**src/rtl/song_seq_pkg.sv**
```systemverilog
// rtl/song_seq_pkg.sv - entry format and FSM encoding for song_sequencer
package song_seq_pkg;

  localparam logic [1:0] KIND_NOTE = 2'b00;
  localparam logic [1:0] KIND_WAIT = 2'b01;
  localparam logic [1:0] KIND_END  = 2'b10;

  localparam int KIND_HI   = 15;
  localparam int KIND_LO   = 14;
  localparam int NOTE_HI   = 13;
  localparam int NOTE_LO   = 8;
  localparam int WEIGHT_HI = 7;
  localparam int WEIGHT_LO = 6;
  localparam int DUR_HI    = 5;
  localparam int DUR_LO    = 0;

  typedef enum logic [2:0] {
    FETCH   = 3'd0,
    DECODE  = 3'd1,
    WAITING = 3'd2,
    DRAIN   = 3'd3,
    DONE    = 3'd4
  } seq_state_t;

endpackage

```
**src/rtl/slot_timer.sv**
```systemverilog
// rtl/slot_timer.sv - per-slot beat down-counter with busy flag and done pulse
module slot_timer #(
  parameter int DUR_W = 6
) (
  input  logic             clk,
  input  logic             reset,
  input  logic             load,
  input  logic [DUR_W-1:0] dur,
  input  logic             tick,
  input  logic             clear,
  output logic             busy,
  output logic             done
);

  logic [DUR_W-1:0] count;

  always_ff @(posedge clk) begin
    if (reset) begin
      count <= '0;
      busy  <= 1'b0;
      done  <= 1'b0;
    end else begin
      done <= 1'b0;
      // clear wins over load so a song switch never leaves a stale note behind
      if (clear) begin
        done  <= busy;
        busy  <= 1'b0;
        count <= '0;
      end else if (load) begin
        count <= dur;
        busy  <= 1'b1;
      end else if (tick && busy) begin
        count <= count - DUR_W'(1);
        if (count == DUR_W'(1)) begin
          busy <= 1'b0;
          done <= 1'b1;
        end
      end
    end
  end

endmodule

```
**src/rtl/song_sequencer.sv**
```systemverilog
// rtl/song_sequencer.sv - walks a song ROM and hands NOTE events to free player slots
module song_sequencer
  import song_seq_pkg::*;
#(
  parameter int NUM_SLOTS = 3,
  parameter int ADDR_W    = 7,
  parameter int SONG_W    = 2,
  parameter int DUR_W     = 6
) (
  input  logic                     clk,
  input  logic                     reset,
  input  logic                     play,
  input  logic                     beat,
  input  logic [SONG_W-1:0]        song_sel,
  output logic [SONG_W+ADDR_W-1:0] rom_addr,
  input  logic [15:0]              rom_data,
  output logic [5:0]               note_to_load,
  output logic [1:0]               weight,
  output logic [NUM_SLOTS-1:0]     load_new_note,
  output logic [NUM_SLOTS-1:0]     note_done,
  output logic                     song_done
);

  seq_state_t         state;
  logic [SONG_W-1:0]  song_q;
  logic [ADDR_W-1:0]  idx;
  logic [DUR_W-1:0]   wcnt;

  logic [1:0]         rom_kind;
  logic [5:0]         rom_note;
  logic [1:0]         rom_weight;
  logic [DUR_W-1:0]   rom_dur;

  logic               song_change;
  logic               step;
  logic               tick;
  logic [NUM_SLOTS-1:0] busy;
  logic [NUM_SLOTS-1:0] free_slot;
  logic [NUM_SLOTS-1:0] load_vec;
  seq_state_t         adv_state;
  logic [ADDR_W-1:0]  adv_idx;

  assign rom_kind   = rom_data[KIND_HI:KIND_LO];
  assign rom_note   = rom_data[NOTE_HI:NOTE_LO];
  assign rom_weight = rom_data[WEIGHT_HI:WEIGHT_LO];
  assign rom_dur    = DUR_W'(rom_data[DUR_HI:DUR_LO]);

  assign rom_addr    = {song_q, idx};
  assign song_change = (song_sel != song_q);
  assign step        = play && !song_change;
  assign tick        = beat && step;

  always_comb begin
    free_slot = '0;
    for (int i = NUM_SLOTS - 1; i >= 0; i--) begin
      if (!busy[i]) begin
        free_slot    = '0;
        free_slot[i] = 1'b1;
      end
    end
  end

  // free_slot is zero when every slot is busy, which drops the note
  assign load_vec = (state == DECODE && step && rom_kind == KIND_NOTE && rom_dur != '0)
                    ? free_slot : '0;

  // stepping past the last entry ends the song instead of wrapping
  always_comb begin
    adv_state = FETCH;
    adv_idx   = idx + ADDR_W'(1);
    if (idx == '1) begin
      adv_state = DRAIN;
      adv_idx   = idx;
    end
  end

  always_ff @(posedge clk) begin
    if (reset) begin
      state         <= FETCH;
      song_q        <= song_sel;
      idx           <= '0;
      wcnt          <= '0;
      song_done     <= 1'b0;
      load_new_note <= '0;
      note_to_load  <= '0;
      weight        <= '0;
    end else begin
      load_new_note <= '0;
      if (song_change) begin
        state     <= FETCH;
        song_q    <= song_sel;
        idx       <= '0;
        wcnt      <= '0;
        song_done <= 1'b0;
      end else if (play) begin
        case (state)
          FETCH: state <= DECODE;
          DECODE: begin
            if (load_vec != '0) begin
              load_new_note <= load_vec;
              note_to_load  <= rom_note;
              weight        <= rom_weight;
            end
            if (rom_kind == KIND_NOTE) begin
              state <= adv_state;
              idx   <= adv_idx;
            end else if (rom_kind == KIND_WAIT) begin
              if (rom_dur != '0) begin
                wcnt  <= rom_dur;
                state <= WAITING;
              end else begin
                state <= adv_state;
                idx   <= adv_idx;
              end
            end else begin
              state <= DRAIN;
            end
          end
          WAITING: begin
            if (beat) begin
              if (wcnt == DUR_W'(1)) begin
                state <= adv_state;
                idx   <= adv_idx;
              end else begin
                wcnt <= wcnt - DUR_W'(1);
              end
            end
          end
          DRAIN: begin
            if (busy == '0) begin
              state     <= DONE;
              song_done <= 1'b1;
            end
          end
          DONE: state <= DONE;
          default: state <= FETCH;
        endcase
      end
    end
  end

  for (genvar s = 0; s < NUM_SLOTS; s++) begin : g_slot
    slot_timer #(.DUR_W(DUR_W)) u_timer (
      .clk   (clk),
      .reset (reset),
      .load  (load_vec[s]),
      .dur   (rom_dur),
      .tick  (tick),
      .clear (song_change),
      .busy  (busy[s]),
      .done  (note_done[s])
    );
  end

endmodule
```
**config.mk**
```make
export PLATFORM = sky130hd
export DESIGN_NAME = song_sequencer
export DESIGN_NICKNAME = d
export VERILOG_FILES = /design/src/rtl/song_seq_pkg.sv /design/src/rtl/slot_timer.sv /design/src/rtl/song_sequencer.sv
export SDC_FILE = /design/constraint.sdc
export NUM_CORES = 1
export LEC_CHECK = 0
export BUFFER_PORTS_ARGS = -buffer_cell sky130_fd_sc_hd__buf_2
export CAP_MARGIN = 10
export CORE_MARGIN = 5
export CORE_UTILIZATION = 57
export CTS_BUF_LIST = sky130_fd_sc_hd__clkbuf_4 sky130_fd_sc_hd__clkbuf_8 sky130_fd_sc_hd__clkbuf_16
export DETAILED_ROUTE_END_ITERATION = 10
export PLACE_DENSITY = 0.77
export SLEW_MARGIN = 10
export SYNTH_ARGS = -nofsm -noshare
export SYNTH_HDL_FRONTEND = slang
export SYNTH_SLANG_ARGS = --single-unit
```
**constraint.sdc**
```tcl
create_clock -name clk -period 2.25 [get_ports clk]
set_input_delay 0.225 -clock clk [delete_from_list [all_inputs] [get_ports clk]]
set_output_delay 0.225 -clock clk [all_outputs]
set_load 0.005 [all_outputs]
```
Word-level counts from Yosys, hierarchy flattened
Index checks and enable logic that the tools add are counted.
Widths: inputs -> output; s select.
{"block": "word_totals", "out_inout_bits": 24, "reg_bits": 54, "in_bits": 22, "wordCells": 132}
{"block": "op_classes", "reduce_logical": 32, "addsub": 5, "n_eq_ne": 20, "n_mux": 54, "bitwise_logic": 4}
{"op": "$mux 6", "count": 11}
{"op": "$mux 7", "count": 6}
{"op": "$mux 3", "count": 10}
{"op": "$eq 6x1->1 const B", "count": 4}
{"op": "$sub 6x1->6 const B", "count": 4}
{"op": "$mux 1", "count": 21}
{"op": "$reduce_bool 2->1", "count": 8}
{"op": "$pmux 3 s5", "count": 1}
{"op": "$pmux 7 s2", "count": 1}
{"op": "$pmux 6 s2", "count": 1}
{"op": "$ne 2x2->1 const B", "count": 5}
{"op": "$logic_and 1x1->1", "count": 8}
{"op": "$reduce_and 4->1", "count": 2}
{"op": "$add 7x1->7 const B", "count": 1}
{"op": "$eq 7x7->1 const B", "count": 1}
{"op": "$reduce_and 7->1", "count": 1}
{"op": "$eq 3x2->1 const B", "count": 2}
{"op": "$logic_not 3->1", "count": 2}
{"op": "$mux 2", "count": 3}
{"op": "$reduce_and 2->1", "count": 3}
{"op": "$reduce_and 6->1", "count": 1}
{"op": "$reduce_bool 6->1", "count": 1}
{"op": "$reduce_or 5->1", "count": 1}
{"op": "$ne 2x1->1 const B", "count": 2}
{"op": "12 further kinds", "count": 15}

Longest topological paths before layout
Gate-level depths: netlist (run 1).
{"block": "depth", "word_depth": 10, "ltp_mapped": 7}

By module
A second synthesis (run 1) with hierarchy kept.
{"block": "hier_totals", "hier_cells": 327, "hier_area_um2": 2894.0}
{"module": "song_sequencer", "instances": 1, "area_each_um2": 1632.8, "cells_per_inst": 186}
{"module": "slot_timer", "instances": 3, "area_each_um2": 420.4, "cells_per_inst": 47}

Worst setup path after synthesis (run 1)
OpenSTA, ideal clock, no wires.
{"block": "synth_timing", "path_kind": "register to register", "from": "register song_q[1]", "to": "register load_new_note[0]", "arrival_ns": 1.848, "stages_incl_launch_ff": 6, "setup_ns": 0.065, "period_less_slack_ns": 1.913, "n_path_buf": 0, "required_time_ns": 2.185, "path_slack_ns": 0.337, "cell_sequence": "edfxtp_1 > xnor2_2 > nand3_1 > or4b_1 > or2_1 > nor2_1"}
{"block": "synth_between", "elab_chain_len": 10}
{"element": "start: declaration", "line": "song_sequencer.sv:25", "source": "logic [SONG_W-1:0] song_q;"}
{"element": "start signal: assignment", "line": "song_sequencer.sv:80", "source": "song_q <= song_sel;"}
{"element": "start signal: assignment", "line": "song_sequencer.sv:91", "source": "song_q <= song_sel;"}
{"element": "$ne 2x2->1 *", "line": "song_sequencer.sv:49", "source": "assign song_change = (song_sel != song_q);"}
{"element": "$logic_not 1->1", "line": "song_sequencer.sv:50", "source": "assign step = play && !song_change;"}
{"element": "$logic_and 1x1->1", "line": "song_sequencer.sv:50"}
{"element": "$logic_and 1x1->1 (3 in a row)", "line": "song_sequencer.sv:64", "source": "assign load_vec = (state == DECODE && step && rom_kind == KIND_NOTE && rom_dur != '0)"}
{"element": "$mux 3", "line": "song_sequencer.sv:65", "source": "? free_slot : '0;"}
{"element": "$reduce_bool 3->1", "line": "song_sequencer.sv:99", "source": "if (load_vec != '0) begin"}
{"element": "$not 1->1 (no source line)"}
{"element": "$reduce_or 5->1 (no source line)"}
{"element": "end signal: assignment", "line": "song_sequencer.sv:100", "source": "load_new_note <= load_vec;"}
{"element": "end: declaration", "line": "song_sequencer.sv:19", "source": "output logic [NUM_SLOTS-1:0] load_new_note,"}
Every way passes the cells marked *; elsewhere a longest branch is shown, timed or not.
A chain may end at the register's enable or synchronous reset.

Worst setup path in the final report (run 1)
{"block": "layout_timing", "from": "register state[0]", "to": "register load_new_note[0]"}
{"block": "layout_between", "elab_chain_len": 8}
{"element": "start: declaration", "line": "song_sequencer.sv:24", "source": "seq_state_t state;"}
{"element": "start signal: assignment", "line": "song_sequencer.sv:105", "source": "state <= adv_state;"}
{"element": "start signal: assignment", "line": "song_sequencer.sv:112", "source": "state <= adv_state;"}
{"element": "start signal: assignment", "line": "song_sequencer.sv:122", "source": "state <= adv_state;"}
{"element": "$eq 3x1->1 *", "line": "song_sequencer.sv:64, song_sequencer.sv:96"}
{"element": "$logic_and 1x1->1 (3 in a row)", "line": "song_sequencer.sv:64"}
{"element": "$mux 3", "line": "song_sequencer.sv:65"}
{"element": "$reduce_bool 3->1", "line": "song_sequencer.sv:99"}
{"element": "$not 1->1 (no source line)"}
{"element": "$reduce_or 5->1 (no source line)"}
Marked as above.

==> results of run 1 <==
## worst max-delay path: stages, from the launching register on
cell and delay [ps]:
dfxtp_1 550, or3b_4 450, a31oi_2 220, or4b_1 530
or2_1 250, nor2_1 80
## power by group through the flow
stage / Combinational, mW / Clock, mW / Sequential [mW]
6_report: 0.169 / 0.648 / 0.974
4_1_cts: 0.164 / 0.655 / 0.974
2_1_floorplan: 0.0865 / 0 / 0.994
3_3_place_gp: 0.161 / 0 / 0.995
3_5_place_dp: 0.164 / 0 / 0.996
5_1_grt: 0.182 / 0.704 / 0.975
## per-layer routing
metal,up-vias,GRT usage,routed length [microns]
met5,-,0,0
met4,0,0.0565,100
met3,11,0.0369,400
met2,76,0.381,3600
met1,1341,0.342,3500
li1,1380,-,-
## cell families after synthesis
| family | count (synthesis) |
|---|---|
| flops | 54 |
| compound gates | 81 |
| simple gates | 160 |
| mux | 10 |
| fa+ha+maj | 9 |
| xor+xnor | 11 |
| buf+inv | 30 |
## area by class of cell
class	instances	area share
Sequential cell	54	0.324
Inverter	14	0.0155
Clock inverter	3	0.0118
Timing Repair Buffer	54	0.0862
Multi-Input combinational cell	271	0.516
Tap cell	70	0.0258
Clock buffer	5	0.0203
## worst paths after layout
| path | start | to | slack (ps) | cells after the start |
|---|---|---|---|---|
| setup / recovery | state[0] | load_new_note[0] | 110 | 5 |
| setup reg to reg | state[0] | load_new_note[0] | 110 | 5 |
| hold / removal | rom_data[9] | note_to_load[1] | 150 | 3 |
| hold reg to reg | song_done | song_done | 450 | 2 |
## registers in the layout, summed over array words and instances (netlist names)
signal	cells
song_done	1
idx	7
state	3
song_q	2
note_to_load	6
wcnt	6
g_slot.u_timer.busy	3
g_slot.u_timer.count	18
g_slot.u_timer.done	3
load_new_note	3
weight	2
## metrics by stage
step | cell area, sq um | hold slack (ps) | worst slack, ps
5_1_grt | 3400 | 147 | -3.59
3_5_place_dp | 3270 | 443 | 185
2_1_floorplan | 2980 | 301 | 337
4_1_cts | 3380 | 148 | 144
6_report | 3400 | 148 | 106
3_3_place_gp | 3270 | 433 | 209
## synthesized netlist by cell type (3+ instances only)
library cell,count,share of area
dfxtp_1,52,0.35
nor2_1,37,0.047
nand2_1,32,0.040
a21oi_1,25,0.042
o21ai_0,15,0.025
inv_1,13,0.016
nand3_1,13,0.022
nor3_1,11,0.018
and3_1,10,0.021
mux2i_1,10,0.034
clkbuf_1,9,0.011
ha_1,9,0.038
nor2b_1,9,0.019
a31oi_1,7,0.015
nand4_1,7,0.015
a211oi_1,5,0.013
buf_4,5,0.013
nand2b_1,5,0.010
nor4_1,5,0.010
or3_1,5,0.010
xor2_1,5,0.015
xnor2_1,4,0.012
a22oi_1,3,0.0076
and2_1,3,0.0063
nor3b_1,3,0.0076
o32ai_1,3,0.0088
o41ai_1,3,0.0088
## repair_timing
action	in CTS	in global routing
endpoints found under the setup margin	0	2
hold endpoints to repair	0	0
resized for setup	0	3
hold buffers	0	0
==> results by group, run 1 <==
Outcome
  • Status: completed

GRT
  • Total gr overflow: 0
  • Global-route wire length before repair: 12700 microns
  • Pin count of the biggest net entering global routing: 19
  • Antenna violations before repair: 0
  • GRT Total Usage: 0.240
  • Vias in the first global route: 2584

Worst hold path
  • Min-delay worst type: in2reg

Placed design
  • Global placement routability congestion: 0.864
  • Post-placement cell count: 463
  • PortBufs: 45
  • Dpl hpwl: around 5600 microns

Critical path
  • CP arrival: 2390 ps
  • Setup CP Type: reg2reg
  • Worst setup SP type: register
  • Crit end category: register
  • Critical Path RT: 2500 ps
  • CP Max Fanout: 12

Synth
  • #FFs+latches synth: 54
  • XOR/XNOR share of the synthesized area: 0.0373
  • Cells after Synth: between 300 and 400
  • Largest family of logic cells by synthesized area: simple AND/OR/NAND/NOR gates
  • Register area share after synthesis: 0.369
  • Syn Nets: 386
  • Number of synthesized flops with an enable pin: 2
  • Synth cell types: 65
  • Mux share of post-synthesis cell area: 0.0336
  • Ys flop type: dfxtp_1
  • Synthesized-area fraction occupied by and/or/nand/nor cells: 0.293
  • Adder-Cell Fraction of Synth Area: 0.0378
  • Post-synthesis compound-gate area fraction: 0.182
  • Cell area after synthesis: about 0.0030 sq mm
  • Mean Syn Cell Area: around 8.4 sq um
  • Async SR Flop Fraction: 0
  • YS warnings: 0

Floorplan
  • Starting Density: 0.584
  • Die Ht: 82.3 microns
  • Row count: 26
  • Core region area: 0.00511 sq mm
  • Die W: between 80 and 90 microns
  • Die area: 0.00678 sq mm
  • # IOs: 46

Pwr
  • Flop pwr share: 0.544
  • Max VDD drop: 371 uV
  • Clk network pwr share: 0.362
  • Proportion of power drawn by combinational gates: 0.094
  • NetSw: 0.438 mW
  • PwrDens: 527 mW/mm^2
  • Final Total Pwr: 1.79 mW
  • Lkg Pwr: about 1.4 nW
  • Internal power: ~1.4 mW
  • Switching Fraction: 0.245

Routing
  • Drt total wl: 7600 microns
  • Vias after detailed routing: 2808
  • Detail-routed via count per cell: ~6.0
  • DR WL/cell: 16.1 microns
  • DRT iter0 DRCs: 271
  • Drt first pass iters: 4
  • Post-DRT Antenna Nets: 0
  • Drt drc: 0

CTS
  • Post-CTS setup buffer count: 0
  • CTS tree: done
  • Max Root-Sink Buffers: 2
  • Root buffer cell: clkbuf_8
  • Htree depth: 2
  • Cts bufs inserted: 5
  • Clk sinks: 54
  • Reg clk slew, reported paths: 100 ps
  • Clock Latency Late Sink: approximately 300 ps

Cells and area
  • FF+latch area: 0.00110 sq mm
  • Final std cells w/o fill: 471
  • Fin util: 0.665
  • FILL cells: 460
  • Area of the multi-input gates: 0.00175 sq mm
  • Syn-to-layout area delta: 13.9%
  • Most common cell after layout, fill and taps aside: dfxtp_1
  • Share of layout cells above drive strength 1: 0.197
  • Most frequent cells in the layout: dfxtp_1 (52), buf_2 (45), nor2_1 (37)
  • Nets@finish: 431
  • Ant. Diodes: 0

STA
  • Minimum clock period: 2140 ps
  • FMAX: 0.466 GHz
  • Max-slew violations: 0
  • RSZ-0062 raised after global routing: yes
  • Setup TNS Final: 0 ps
  • Final Setup Violations: 0
  • Part of the cycle the worst path needs: 0.953
  • Worst slew pin tran: 668 ps
  • Clock Skew: 4.31 ps
  • Final Hold Vio Count: 0
  • Max_slew headroom: 0.552

Job
  • Total of max-cap violations: 0
Power figures use the tool's default switching activity.
==> run 2, diff against run 1 <==
==> constraint.sdc (replaced) <==
create_clock -name clk -period 2.25 [get_ports clk]
set_input_delay 0.45 -clock clk [delete_from_list [all_inputs] [get_ports clk]]
set_output_delay 0.45 -clock clk [all_outputs]
set_load 0.005 [all_outputs]
==> run 2 against run 1 <==
  * Sequential share of layout area is 0.64 points lower
  * Sequential power hardly changed
  * Register-to-register slack better by 30 ps
  * Global-route usage is 1.1 points higher
  * Highest routed layer unchanged
==> results by group, run 2 (synthesized netlist as in run 1, its figures left out) <==
Critical path
  • CP arrival: 2370 ps (was 2390 ps)
  • CP Max Fanout: 6 (was 12)
  • Setup CP Type: reg2reg (unchanged)
  • FF-to-FF path depth: 5 (unchanged)
  • Critical Path RT: 2500 ps (about the same)
  • FF-to-FF Start: song_q[0] (was state[0])
  • Crit end category: register (unchanged)
  • Crit path to: load_new_note[0] (unchanged)
  • Worst setup SP type: register (unchanged)
  • R2r setup slk: 140 ps (was 110 ps)
  • CP startpoint: song_q[0] (was state[0])
  • FF-to-FF End: load_new_note[0] (unchanged)

Floorplan
  • Core region area: 0.00511 sq mm (unchanged)
  • Die area: 0.00678 sq mm (unchanged)
  • # IOs: 46 (unchanged)
  • Starting Density: 0.584 (unchanged)
  • Die Ht: 82.3 microns (unchanged)
  • Row count: 26 (unchanged)
  • Die W: 82.3 microns (unchanged)

STA
  • FMAX: 0.473 GHz (was 0.466 GHz)
  • Final Hold Vio Count: 0 (unchanged)
  • Final Setup Violations: 0 (unchanged)
  • Clock Skew: 12.8 ps (was 4.31 ps)
  • Worst slew pin tran: 729 ps (was 668 ps)
  • Minimum clock period: 2110 ps (was 2140 ps)
  • Max_slew headroom: 0.511 (was 0.552)
  • Setup WS post-layout: 135 ps (was 106 ps)
  • RSZ-0062 raised after global routing: no (was yes)
  • Setup TNS Final: 0 ps (unchanged)
  • Max-slew violations: 0 (unchanged)
  • Part of the cycle the worst path needs: 0.940 (was 0.953)

Pwr
  • Max VDD drop: 411 uV (was 371 uV)
  • PwrDens: 501 mW/mm^2 (was 527 mW/mm^2)
  • Lkg Pwr: 1.45 nW (was 1.40 nW)
  • Final Total Pwr: 1.73 mW (was 1.79 mW)

Outcome
  • Status: completed (unchanged)

Cells and area
  • Nets@finish: 441 (was 431)
  • Final instance area: 0.00346 sq mm (was 0.00340 sq mm)
  • Most frequent cells in the layout: dfxtp_1 (52), buf_2 (45), nor2_1 (37) (unchanged)
  • Number of flip-flops under the largest register name: 18 (unchanged)
  • Most common cell after layout, fill and taps aside: dfxtp_1 (unchanged)
  • Largest registers: g_slot.u_timer.count (18), idx (7) (unchanged)
  • Biggest register: g_slot.u_timer.count (unchanged)
  • Share of layout cells above drive strength 1: 0.217 (was 0.197)
  • Ant. Diodes: 0 (unchanged)
  • Fin util: 0.678 (was 0.665)
  • Syn-to-layout area delta: 16.2% (was 13.9%)

Routing
  • DR WL/cell: 16.4 microns (was 16.1 microns)
  • Drt drc: 0 (unchanged)
  • Detail-routed via count per cell: 6.05 (was 5.96)
  • Vias after detailed routing: 2908 (was 2808)
  • Drt first pass iters: 5 (was 4)
  • DRT iter0 DRCs: 269 (was 271)
  • Drt total wl: 7890 microns (was 7600 microns)
  • Post-DRT Antenna Nets: 0 (unchanged)

CTS
  • Reg clk slew, reported paths: 110 ps (was 100 ps)
  • Hold Buf Count CTS: 0 (unchanged)
  • CTS tree: done (unchanged)
  • Post-CTS setup buffer count: 0 (unchanged)
  • Clock Latency Late Sink: 320 ps (was 300 ps)
  • Clk sinks: 54 (unchanged)
  • Root buffer cell: clkbuf_8 (unchanged)
  • Cts bufs inserted: 5 (unchanged)
  • Htree depth: 2 (unchanged)
  • Max Root-Sink Buffers: 2 (unchanged)

GRT
  • Grt met3 use: 0.0531 (was 0.0369)
  • Global-route wire length before repair: 13200 microns (was 12700 microns)
  • Pin count of the biggest net entering global routing: 20 (was 19)
  • GRT Total Usage: 0.251 (was 0.240)
  • Antenna violations before repair: 0 (unchanged)
  • Vias in the first global route: 2790 (was 2584)
  • Most Crowded Layer GR: met2 (unchanged)
  • Total gr overflow: 0 (unchanged)
  • Global-route track usage on met1: 0.337 (was 0.342)
  • Met2 usage: 0.382 (was 0.381)

Placed design
  • Dpl hpwl: 5870 microns (was 5550 microns)
  • Dpl cell area: 0.00335 sq mm (was 0.00327 sq mm)
  • Global placement routability congestion: 0.918 (was 0.864)
  • Place WS: 72.2 ps (was 185 ps)
  • PortBufs: 45 (unchanged)

Job
  • Total of max-cap violations: 0 (unchanged)

Worst hold path
  • Min-delay worst type: in2reg (unchanged)
## run 2: worst max-delay path, cell delays in order (launching register included)
cell      delay (ps)
edfxtp_1         470
xnor2_2          330
nand3_1          280
or4b_1           650
or2_1            250
nor2_1            80
## run 2: metal layers
metal,vias to the layer above,share of wire
li1,1410,-
met1,1347,0.43
met2,122,0.47
met3,29,0.068
met4,0,0.033
met5,-,0
## run 2: cell type report
type                    instances  area [sq um]
inverters                      14          52.6
well taps                      70          87.6
flip-flops and latches         54          1100
clock inverters                 3          26.3
repair buffers                 64           368
fillers                       430          1640
multi-input cells             271          1760
clock buffers                   5          68.8
## run 2: report_power, final
group / internal [mW] / switching, mW / total [mW]
registers: 0.966 / 0.00666 / 0.973
logic: 0.0714 / 0.116 / 0.187
clock network: 0.230 / 0.345 / 0.575
## run 2: repair_timing
action,CTS,global route
hold endpoints to repair,0,0
endpoints found under the setup margin,0,2
gates resized for setup,0,3
## run 2: worst min-delay path by stage
stage                                          start                    endpoint  slack [ps]  depth (start not counted)
after CTS                               rom_data[12]             note_to_load[4]         360                          3
after global placement                     song_done                   song_done         430                          2
after detailed placement  g_slot[0].u_timer.count[4]  g_slot[0].u_timer.count[4]         470                          2
after global routing                    rom_data[12]             note_to_load[4]         360                          3
after floorplan                            song_done                   song_done         440                          2
final                                   rom_data[12]             note_to_load[4]         350                          3
## run 2: metrics by stage
stage               hold slack [ps]  std cells
CTS                             356        481
finish                          352        481
global route                    364        481
detailed placement              466        473
global placement                434        473
floorplan                       442        355
